$ cat src/rtl/mem_bus_pkg.sv
// mem_bus_pkg: shared states, default widths and counter sizing for mem_bus_ctrl
package mem_bus_pkg;
  typedef enum logic [1:0] {IDLE, WRITE, TURN, READ} state_t;
  localparam int DEF_ADDR_W = 8;
  localparam int DEF_DATA_W = 16;
  function automatic int cnt_width(input int a, input int b);
    return $clog2(a > b ? a : b) + 1;
  endfunction
endpackage

$ cat src/rtl/mem_bus_wait_cnt.sv
// mem_bus_wait_cnt: loadable down-counter; expired marks the final counted cycle
module mem_bus_wait_cnt #(
  parameter int W = 2
) (
  input  logic         clk,
  input  logic         rst,
  input  logic         load,
  input  logic [W-1:0] load_val,
  output logic         expired
);
  logic [W-1:0] cnt;
  always_ff @(posedge clk or posedge rst)
    if (rst) cnt <= '0;
    else cnt <= load ? load_val : (cnt != '0 ? cnt - W'(1) : '0);
  assign expired = cnt == W'(1);
endmodule

$ cat src/rtl/mem_bus_ctrl.sv
// mem_bus_ctrl: single-request load/store controller to main-memory pins with read waits and write turnaround.
// Define MEM_BUS_WRITE_ACK_EN to also acknowledge stores with an rsp_valid pulse (rsp_rdata = 0).
module mem_bus_ctrl import mem_bus_pkg::*; #(
  parameter int ADDR_W      = DEF_ADDR_W,
  parameter int DATA_W      = DEF_DATA_W,
  parameter int WAIT_CYCLES = 2,
  parameter int TURN_CYCLES = 1
) (
  input  logic              clk,
  input  logic              rst,
  input  logic              req_valid,
  output logic              req_ready,
  input  logic              req_we,
  input  logic [ADDR_W-1:0] req_addr,
  input  logic [DATA_W-1:0] req_wdata,
  output logic              rsp_valid,
  output logic [DATA_W-1:0] rsp_rdata,
  output logic [ADDR_W-1:0] bus_addr,
  output logic              bus_we,
  output logic [DATA_W-1:0] bus_dout,
  input  logic [DATA_W-1:0] bus_din
);
  localparam int CW = cnt_width(WAIT_CYCLES, TURN_CYCLES);
  if (WAIT_CYCLES < 1 || TURN_CYCLES < 1) begin : g_bad_param
    $error("mem_bus_ctrl: WAIT_CYCLES and TURN_CYCLES must be >= 1");
  end
  state_t state;
  logic expired, cnt_load;
  logic [CW-1:0] cnt_val;
  assign req_ready = state == IDLE;
  // READ counts from the accept edge, TURN from the edge leaving WRITE
  assign cnt_load = (req_ready && req_valid && !req_we) || state == WRITE;
  assign cnt_val = state == WRITE ? CW'(TURN_CYCLES) : CW'(WAIT_CYCLES);
  mem_bus_wait_cnt #(.W(CW)) u_cnt (
    .clk(clk), .rst(rst), .load(cnt_load), .load_val(cnt_val), .expired(expired)
  );
  always_ff @(posedge clk or posedge rst)
    if (rst) begin
      state <= IDLE;
      bus_we <= 1'b0;
      bus_addr <= '0;
      bus_dout <= '0;
      rsp_valid <= 1'b0;
      rsp_rdata <= '0;
    end else begin
      rsp_valid <= 1'b0;
      case (state)
        IDLE: if (req_valid) begin
          bus_addr <= req_addr;
          if (req_we) begin
            bus_dout <= req_wdata;
            bus_we <= 1'b1;
            state <= WRITE;
          end else state <= READ;
        end
        WRITE: begin
          bus_we <= 1'b0;
          state <= TURN;
`ifdef MEM_BUS_WRITE_ACK_EN
          rsp_valid <= 1'b1;
          rsp_rdata <= '0;
`endif
        end
        TURN: if (expired) state <= IDLE;
        READ: if (expired) begin
          rsp_rdata <= bus_din;
          rsp_valid <= 1'b1;
          state <= IDLE;
        end
      endcase
    end
endmodule

$ cat config.mk
export PLATFORM = sky130hd
export DESIGN_NAME = mem_bus_ctrl
export DESIGN_NICKNAME = d
export VERILOG_FILES = /design/src/rtl/mem_bus_pkg.sv /design/src/rtl/mem_bus_wait_cnt.sv /design/src/rtl/mem_bus_ctrl.sv
export SDC_FILE = /design/constraint.sdc
export NUM_CORES = 1
export LEC_CHECK = 0
export ABC_AREA = 0
export CAP_MARGIN = 20
export CORE_MARGIN = 10
export CORE_UTILIZATION = 41
export DETAILED_ROUTE_END_ITERATION = 10
export PLACE_DENSITY = 0.8
export SLEW_MARGIN = 20
export SYNTH_ARGS = -nofsm -noshare
export SYNTH_HDL_FRONTEND = slang
export SYNTH_SLANG_ARGS = --single-unit
$ cat constraint.sdc
create_clock -name clk -period 2.1 [get_ports clk]
set_input_delay 0.42 -clock clk [delete_from_list [all_inputs] [get_ports clk]]
set_output_delay 0.42 -clock clk [all_outputs]
set_load 0.005 [all_outputs]
## Yosys cells after proc, flatten, opt, wreduce, memory -nomap -nowiden

Index checks and enable logic that the tools add are counted.

| word-level totals | value |
|---|---|
| register bits | 46 |
| output and inout bits | 43 |
| logic and storage cells | 40 |
| bits of input ports | 44 |

| cells by class | value |
|---|---|
| multiplexer cells | 12 |
| add/sub/neg operators | 1 |
| reduce and logical (&&, ||, !) cells | 13 |
| equality and inequality tests | 7 |

Operators with widths:

| kind | count |
|---|---|
| $mux W2 | 6 |
| $pmux W2 S3 | 1 |
| $reduce_and A2 Y1 | 3 |
| $reduce_and A3 Y1 | 2 |
| $eq A2 B1 Y1 const B | 2 |
| $eq A2 B2 Y1 const B | 2 |
| $mux W1 | 4 |
| $ne A2 B1 Y1 const B | 2 |
| $reduce_bool A2 Y1 | 2 |
| $logic_and A1 B1 Y1 | 2 |
| $logic_not A2 Y1 | 1 |
| $ne A2 B2 Y1 const B | 1 |
| $pmux W1 S2 | 1 |
| $reduce_or A2 Y1 | 1 |
| $sub A2 B1 Y2 const B | 1 |
| $logic_not A1 Y1 | 1 |
| $logic_or A1 B1 Y1 | 1 |

## Depth between registers and ports, before layout

Gate-level depths: netlist of the first run.

| depth | value |
|---|---|
| depth in word-level cells | 5 |
| mapped depth | 4 |
| depth with buffers taken out | 2 |

## Cells and area by module

From an unflattened synthesis of the first run, not the netlist that was laid out.

| unflattened totals | value |
|---|---|
| cells, all modules | 116 |
| area, all modules | 1870.5 um^2 |

By module, submodules not included:

| module | area each (um^2) | sequential area each (um^2) | cells each | times used |
|---|---|---|---|---|
| mem_bus_ctrl | 1779.2 | 1101.1 | 106 | 1 |
| mem_bus_wait_cnt | 91.3 | 50.0 | 10 | 1 |

## Worst setup path before layout of the first run

No wires, ideal clock.

| timing | value |
|---|---|
| path type | register -> register |
| from | register state[0] |
| to | register bus_dout[0] |
| setup time | 0.125 ns |
| path slack | 0.636 ns |
| required time | 1.975 ns |
| data arrival time | 1.339 ns |
| stages on the path, launching flop included | 5 |
| period minus slack after synthesis | 1.464 ns |
| buffers on the path | 2 |
| cell sequence | dfrtp_1 nor4bb_1 buf_4 buf_12 mux2_4 |

| on the way | value |
|---|---|
| cells in the longest elaborated chain, start to end | 2 |

Ends and longest elaborated chain:

| element | line | RTL |
|---|---|---|
| from (decl) | mem_bus_ctrl.sv:27 | `state_t state;` |
| from (signal assigned) | mem_bus_ctrl.sv:39 | `state <= IDLE;` |
| from (signal assigned) | mem_bus_ctrl.sv:53 | `state <= WRITE;` |
| from (signal assigned) | mem_bus_ctrl.sv:54 | `end else state <= READ;` |
| $logic_not A2 Y1 | mem_bus_ctrl.sv:47 | `case (state)` |
| $reduce_and A3 Y1 (no source line) | n/a |  |
| to (signal assigned) | mem_bus_ctrl.sv:51 | `bus_dout <= req_wdata;` |
| to (decl) | mem_bus_ctrl.sv:20 | `output logic [DATA_W-1:0] bus_dout,` |

Every way passes these cells.
A chain may end at the register's enable or synchronous reset.

## Worst setup path in the final report of the first run

| timing | value |
|---|---|
| from | register state[0] |
| to | output port req_ready |

| on the way | value |
|---|---|
| cells in the longest elaborated chain, start to end | 1 |

Ends and longest elaborated chain:

| element | line | RTL |
|---|---|---|
| $logic_not A2 Y1 | mem_bus_ctrl.sv:30 | `assign req_ready = state == IDLE;` |
| to (decl) | mem_bus_ctrl.sv:12 | `output logic req_ready,` |

Every way passes these cells.

==> results of run 1 <==
[state kept, by name, indices dropped and copies added (netlist names)]
register / cells
bus_addr: 8
rsp_rdata: 16
rsp_valid: 1
u_cnt.cnt: 2
bus_we: 1
bus_dout: 16
state: 2
[area by class of cell]
cell class	instances	share of cell area
Multi-Input combinational cell	55	0.231
Timing Repair Buffer	89	0.311
Inverter	4	0.00514
Tap cell	52	0.0223
Clock buffer	7	0.0261
Clock inverter	1	0.0103
Sequential cell	46	0.394
[synthesized netlist by cell type (2+ instances only)]
cell and instances:
mux2_2 21, dfrtp_1 46, inv_1 4, o22a_1 2
mux2_4 19
[power by group]
group          switching [mW]  internal [mW]  total [mW]
registers               0.253           1.30        1.56
logic                   0.449           1.21        1.65
clock network           0.278          0.356       0.634
[worst max-delay path, cell delays in order (launching register included)]
cell and delay (ns):
dfrtp_1 0.51, nor2_1 0.21, clkdlybuf4s50_1 0.56
[cells by family after synthesis]
logic type | count (synthesis)
compound gates | 5
buf+inv | 8
simple gates | 10
flops | 46
mux | 40
[metal layers]
layer,GRT usage,part of all wire,vias up
li1,-,-,567
met1,0.155,0.44,611
met2,0.167,0.42,71
met3,0.0712,0.14,5
met4,0.0304,0.0058,0
met5,0,0,-
[cell usage in the layout (no fill, tap or decap), drive strengths merged, types with 2 or more instances in the layout]
master / netlist / layout
clkdlybuf4s50: 0 / 86
dfrtp: 46 / 46
buf: 4 / 3
o22a: 2 / 2
mux2: 40 / 40
clkbuf: 0 / 7
inv: 4 / 4
nor3b: 2 / 2
[worst max path at each step]
stage                               endpoint                  from  slack [ns]  depth (start not counted)
floorplan            bus_addr[0]$_DFFE_PP0N_                   rst        0.59                          1
global placement    bus_dout[14]$_DFFE_PP0P_                req_we        0.16                          4
detailed placement  bus_dout[11]$_DFFE_PP0P_                req_we         0.1                          4
CTS                                req_ready  state[0]$_DFFE_PP0P_        0.07                          2
global route                       req_ready  state[0]$_DFFE_PP0P_       0.009                          2
finish                             req_ready  state[0]$_DFFE_PP0P_        0.10                          2
[stage by stage]
stage	instances	cell area (um2)
after floorplan	109	1870
after global placement	246	2810
after detailed placement	246	2810
after CTS	254	2920
after global routing	254	2920
final	254	2920
==> impl_metrics.tcl, run 1 <==
set metrics [dict create \
    reg2reg_from "state[1]$_DFFE_PP0P_" \
    gp_congestion 0.817 \
    grt.overflow.total 0 \
    yosysTopAreaCell "dfrtp_1" \
    fmax_mhz 501 \
    synthAdderAreaFrac 0 \
    required_ns 1.68 \
    grt_pass1_vias 1352 \
    fin_nets 245 \
    power.leakage_nw 1.27 \
    cts_hold_buf 0 \
    initialDrtViolationCount 29 \
    synth-simple-area-share 0.0509 \
    worstPathArrival_ns 1.58 \
    synth_top_family_by_area "multiplexers" \
    fin_ws_ns 0.102 \
    synthesis.area_um2 1870 \
    clk_pin_slew_worst_paths_ns 0.08 \
    critical_path_class "reg2out" \
    initial_core_util 0.426 \
    place_hpwl_um 3680 \
    clock_path_buffers 2 \
    powerDensity_nw_per_um2 1320 \
    grt_pass1_wl_um 7230 \
    dieWidth_um 87.5 \
    yosysUniqueCellTypes 22 \
    drc 0 \
    start_kind "flip-flop" \
    path_max_fanout 6 \
    synth_xor_area_frac 0 \
    pre_cts_slack_ns 0.0951 \
    die_area_um2 7660 \
    rsz0062_at_grt "false" \
    cap_violations 0 \
    final_core_util 0.666 \
    muxShareOfSynthArea 0.279 \
    critical_path.endpoint_type "output port" \
    via_per_inst 4.94 \
    antenna_found_initial 0 \
    grt_use_total 0.120 \
    routed_wl_um 4650 \
    avgSynthCellArea_um2 17.1 \
    multi_input_comb_area_um2 673 \
    synth-compound-area-share 0.0221 \
    die_h_um 87.5 \
    n_antenna_cell 0 \
    port_buffers 86 \
    r2r-end "bus_addr[7]$_DFFE_PP0N_" \
    synthCells 109 \
    drive_gt1_frac 0.262 \
    synth_area_leaders "dfrtp_1 62%, mux2_4 15%, mux2_2 13%, nand4b_4 1.3%, buf_12 1.1%" \
    syn_to_final_growth_pct 56.3 \
    post_cts_buffers 0 \
    detail_route.first_pass.iterations 4 \
    relSlewSlack 0.686 \
    clk_latency_ns 0.29 \
    yosysTopAreaCellShare 0.616 \
    holdWs_ns 0.461 \
    boundaryPins 87 \
    peakVddDrop_mv 0.544 \
    core_um2 4380 \
    period_share 0.951 \
    yosysSeqAreaShare 0.616 \
    post_cts_resized 0 \
    async_flop_share 1.00 \
    routedWlPerCell_um 18.3 \
    cts_root_buffer "clkbuf_8" \
    fillerInstances 325 \
    synth-seq-cells 46 \
    antenna_left 0 \
    status "complete, no violations" \
    hp-class "in2async" \
    final_hold_viol_count 0 \
    synth_edf_count 0 \
    row_count 24 \
    fin_skew_ns 0.00263 \
    cts_tree "built" \
    ys_dominant_reg_cell "dfrtp_1" \
    vias 1254 \
    h-tree-depth 2 \
    cts.sinks 46 \
    seq_area_um2 1150 \
    total_power_mw 3.85 \
    cts-buffers-inserted 5 \
    synth_fp_nets 153 \
    setup_viol 0 \
    worst_slew_pin_slew_ns 0.471 \
    post-route-min-period_ns 2.00 \
    worstRegToRegCells 3 \
    synth_warnings 0 \
    fin_setup_tns_ns 0 \
    maxSlewViolCount 0 \
    reg2reg_slack_ns 0.53 \
    grt_max_degree 27 \
]
Power figures use the tool's default switching activity.
==> inputs of run 2 (changes only) <==
--- a/config.mk
+++ b/config.mk
@@ -7,7 +7,7 @@
 export LEC_CHECK = 0
 export ABC_AREA = 0
 export CAP_MARGIN = 20
-export CORE_MARGIN = 10
+export CORE_MARGIN = 2
 export CORE_UTILIZATION = 41
 export DETAILED_ROUTE_END_ITERATION = 10
 export PLACE_DENSITY = 0.8
==> run 2 against run 1 <==
Effect of this change:
- sequential cell count is the same
- critical path depth is the same
- largest power group unchanged
- core utilization shrank 0.66 points
- critical endpoint unchanged
==> impl_metrics.tcl, run 2 (same netlist as run 1, synthesis figures left out) <==
set metrics [dict create \
    status "complete, no violations" \
    cts.sinks 46 \
    powerDensity_nw_per_um2 1280 \
    critPathTopFamily "buffers and inverters" \
    die_area_um2 5110 \
    post_cts_buffers 0 \
    grt.overflow.total 0 \
    n_antenna_cell 0 \
    fin_setup_tns_ns 0 \
    grt_pass1_wl_um 6710 \
    clk_pin_slew_worst_paths_ns 0.08 \
    cts_tree "built" \
    cts-buffers-inserted 5 \
    critical_path.endpoint_type "output port" \
    path_max_fanout 6 \
    reg2reg_from "state[1]$_DFFE_PP0P_" \
    boundaryPins 87 \
    relSlewSlack 0.670 \
    vias 1223 \
    reg2reg_slack_ns 0.54 \
    top_regs "bus_dout x16, rsp_rdata x16, bus_addr x8" \
    initial_core_util 0.426 \
    worst_slew_pin_slew_ns 0.494 \
    final_common_cell "clkdlybuf4s50_1" \
    worstRegToRegCells 3 \
    grt_pass1_vias 1397 \
    total_power_mw 3.69 \
    clock_path_buffers 2 \
    clk_latency_ns 0.29 \
    drc 0 \
    post-route-min-period_ns 1.94 \
    h-tree-depth 2 \
    syn_to_final_growth_pct 54.7 \
    place_hpwl_um 2960 \
    mostFrequentLayoutCells "86 x clkdlybuf4s50_1, 45 x dfrtp_1, 21 x mux2_2, 19 x mux2_4, 5 x clkbuf_8" \
    core_um2 4380 \
    gp_congestion 0.778 \
    power.leakage_nw 1.25 \
    row_count 24 \
    port_buffers 86 \
    hp-class "in2async" \
    critical_path_class "reg2out" \
    detail_route.first_pass.iterations 4 \
    r2r-end "bus_dout[11]$_DFFE_PP0P_" \
    worstPathArrival_ns 1.52 \
    drive_gt1_frac 0.264 \
    antenna_found_initial 0 \
    period_share 0.925 \
    slowest_delay_ns 0.54 \
    dieWidth_um 71.5 \
    cp_num_buf_inv 1 \
    final_hold_viol_count 0 \
    grt_max_degree 26 \
    start_kind "flip-flop" \
    fmax_mhz 515 \
    rsz0062_at_grt "false" \
    peakVddDrop_mv 0.612 \
    setup_viol 0 \
    maxSlewViolCount 0 \
    fin_skew_ns 0.00330 \
    initialDrtViolationCount 45 \
    routed_wl_um 4030 \
    cap_violations 0 \
    grt_use_total 0.167 \
    via_per_inst 4.83 \
    routedWlPerCell_um 15.9 \
    required_ns 1.68 \
    fin_nets 245 \
    die_h_um 71.5 \
    path_cells "nor2_1 > clkdlybuf4s50_1" \
    cts_root_buffer "clkbuf_8" \
    antenna_left 0 \
    critPathSlowestCell "clkdlybuf4s50_1" \
]
## run 2: worst max-delay path by stage
stage                          from                       end  slack [ns]  cells after the start
4_1_cts        state[1]$_DFFE_PP0P_                 req_ready        0.05                      2
6_report       state[0]$_DFFE_PP0P_                 req_ready        0.16                      2
2_1_floorplan                   rst   bus_addr[0]$_DFFE_PP0N_        0.59                      1
3_5_place_dp                 req_we  bus_dout[11]$_DFFE_PP0P_        0.08                      4
3_3_place_gp                 req_we  bus_dout[10]$_DFFE_PP0P_        0.15                      4
5_1_grt        state[0]$_DFFE_PP0P_                 req_ready        0.08                      2
## run 2: power breakdown
part	leakage (nW)	internal, mW	total (mW)	switching, mW
logic	0.662	1.20	1.60	0.403
registers	0.553	1.31	1.59	0.283
clock network	0.0383	0.229	0.501	0.271
## run 2: through the flow
stage | cells | worst slack (ns) | area [um2] | util | hold WS, ns
finish | 253 | 0.158 | 2890 | 0.659 | 0.471
global route | 253 | 0.0751 | 2890 | 0.659 | 0.512
CTS | 253 | 0.0519 | 2890 | 0.659 | 0.478
detailed placement | 246 | 0.0761 | 2810 | 0.642 | 0.496
global placement | 246 | 0.146 | 2810 | 0.642 | 0.489
floorplan | 109 | 0.592 | 1870 | - | 0.484
## run 2: timing repair
action	4_1_cts	5_1_grt
hold buffers	0	0
gates resized for setup	0	1
setup endpoints to repair	0	1
## run 2: layer usage
metal | GRT usage | routed length [um]
met5 | 0 | 0
met4 | 0.0314 | 32
met3 | 0.0717 | 438
met2 | 0.260 | 1850
met1 | 0.222 | 1710
## run 2: layout make-up
type	instances	area, um2
flip-flops and latches	46	1150
fillers	309	1490
repair buffers	89	908
multi-input cells	55	673
clock buffers	7	76.3
well taps	52	65.1
inverters	4	15.0
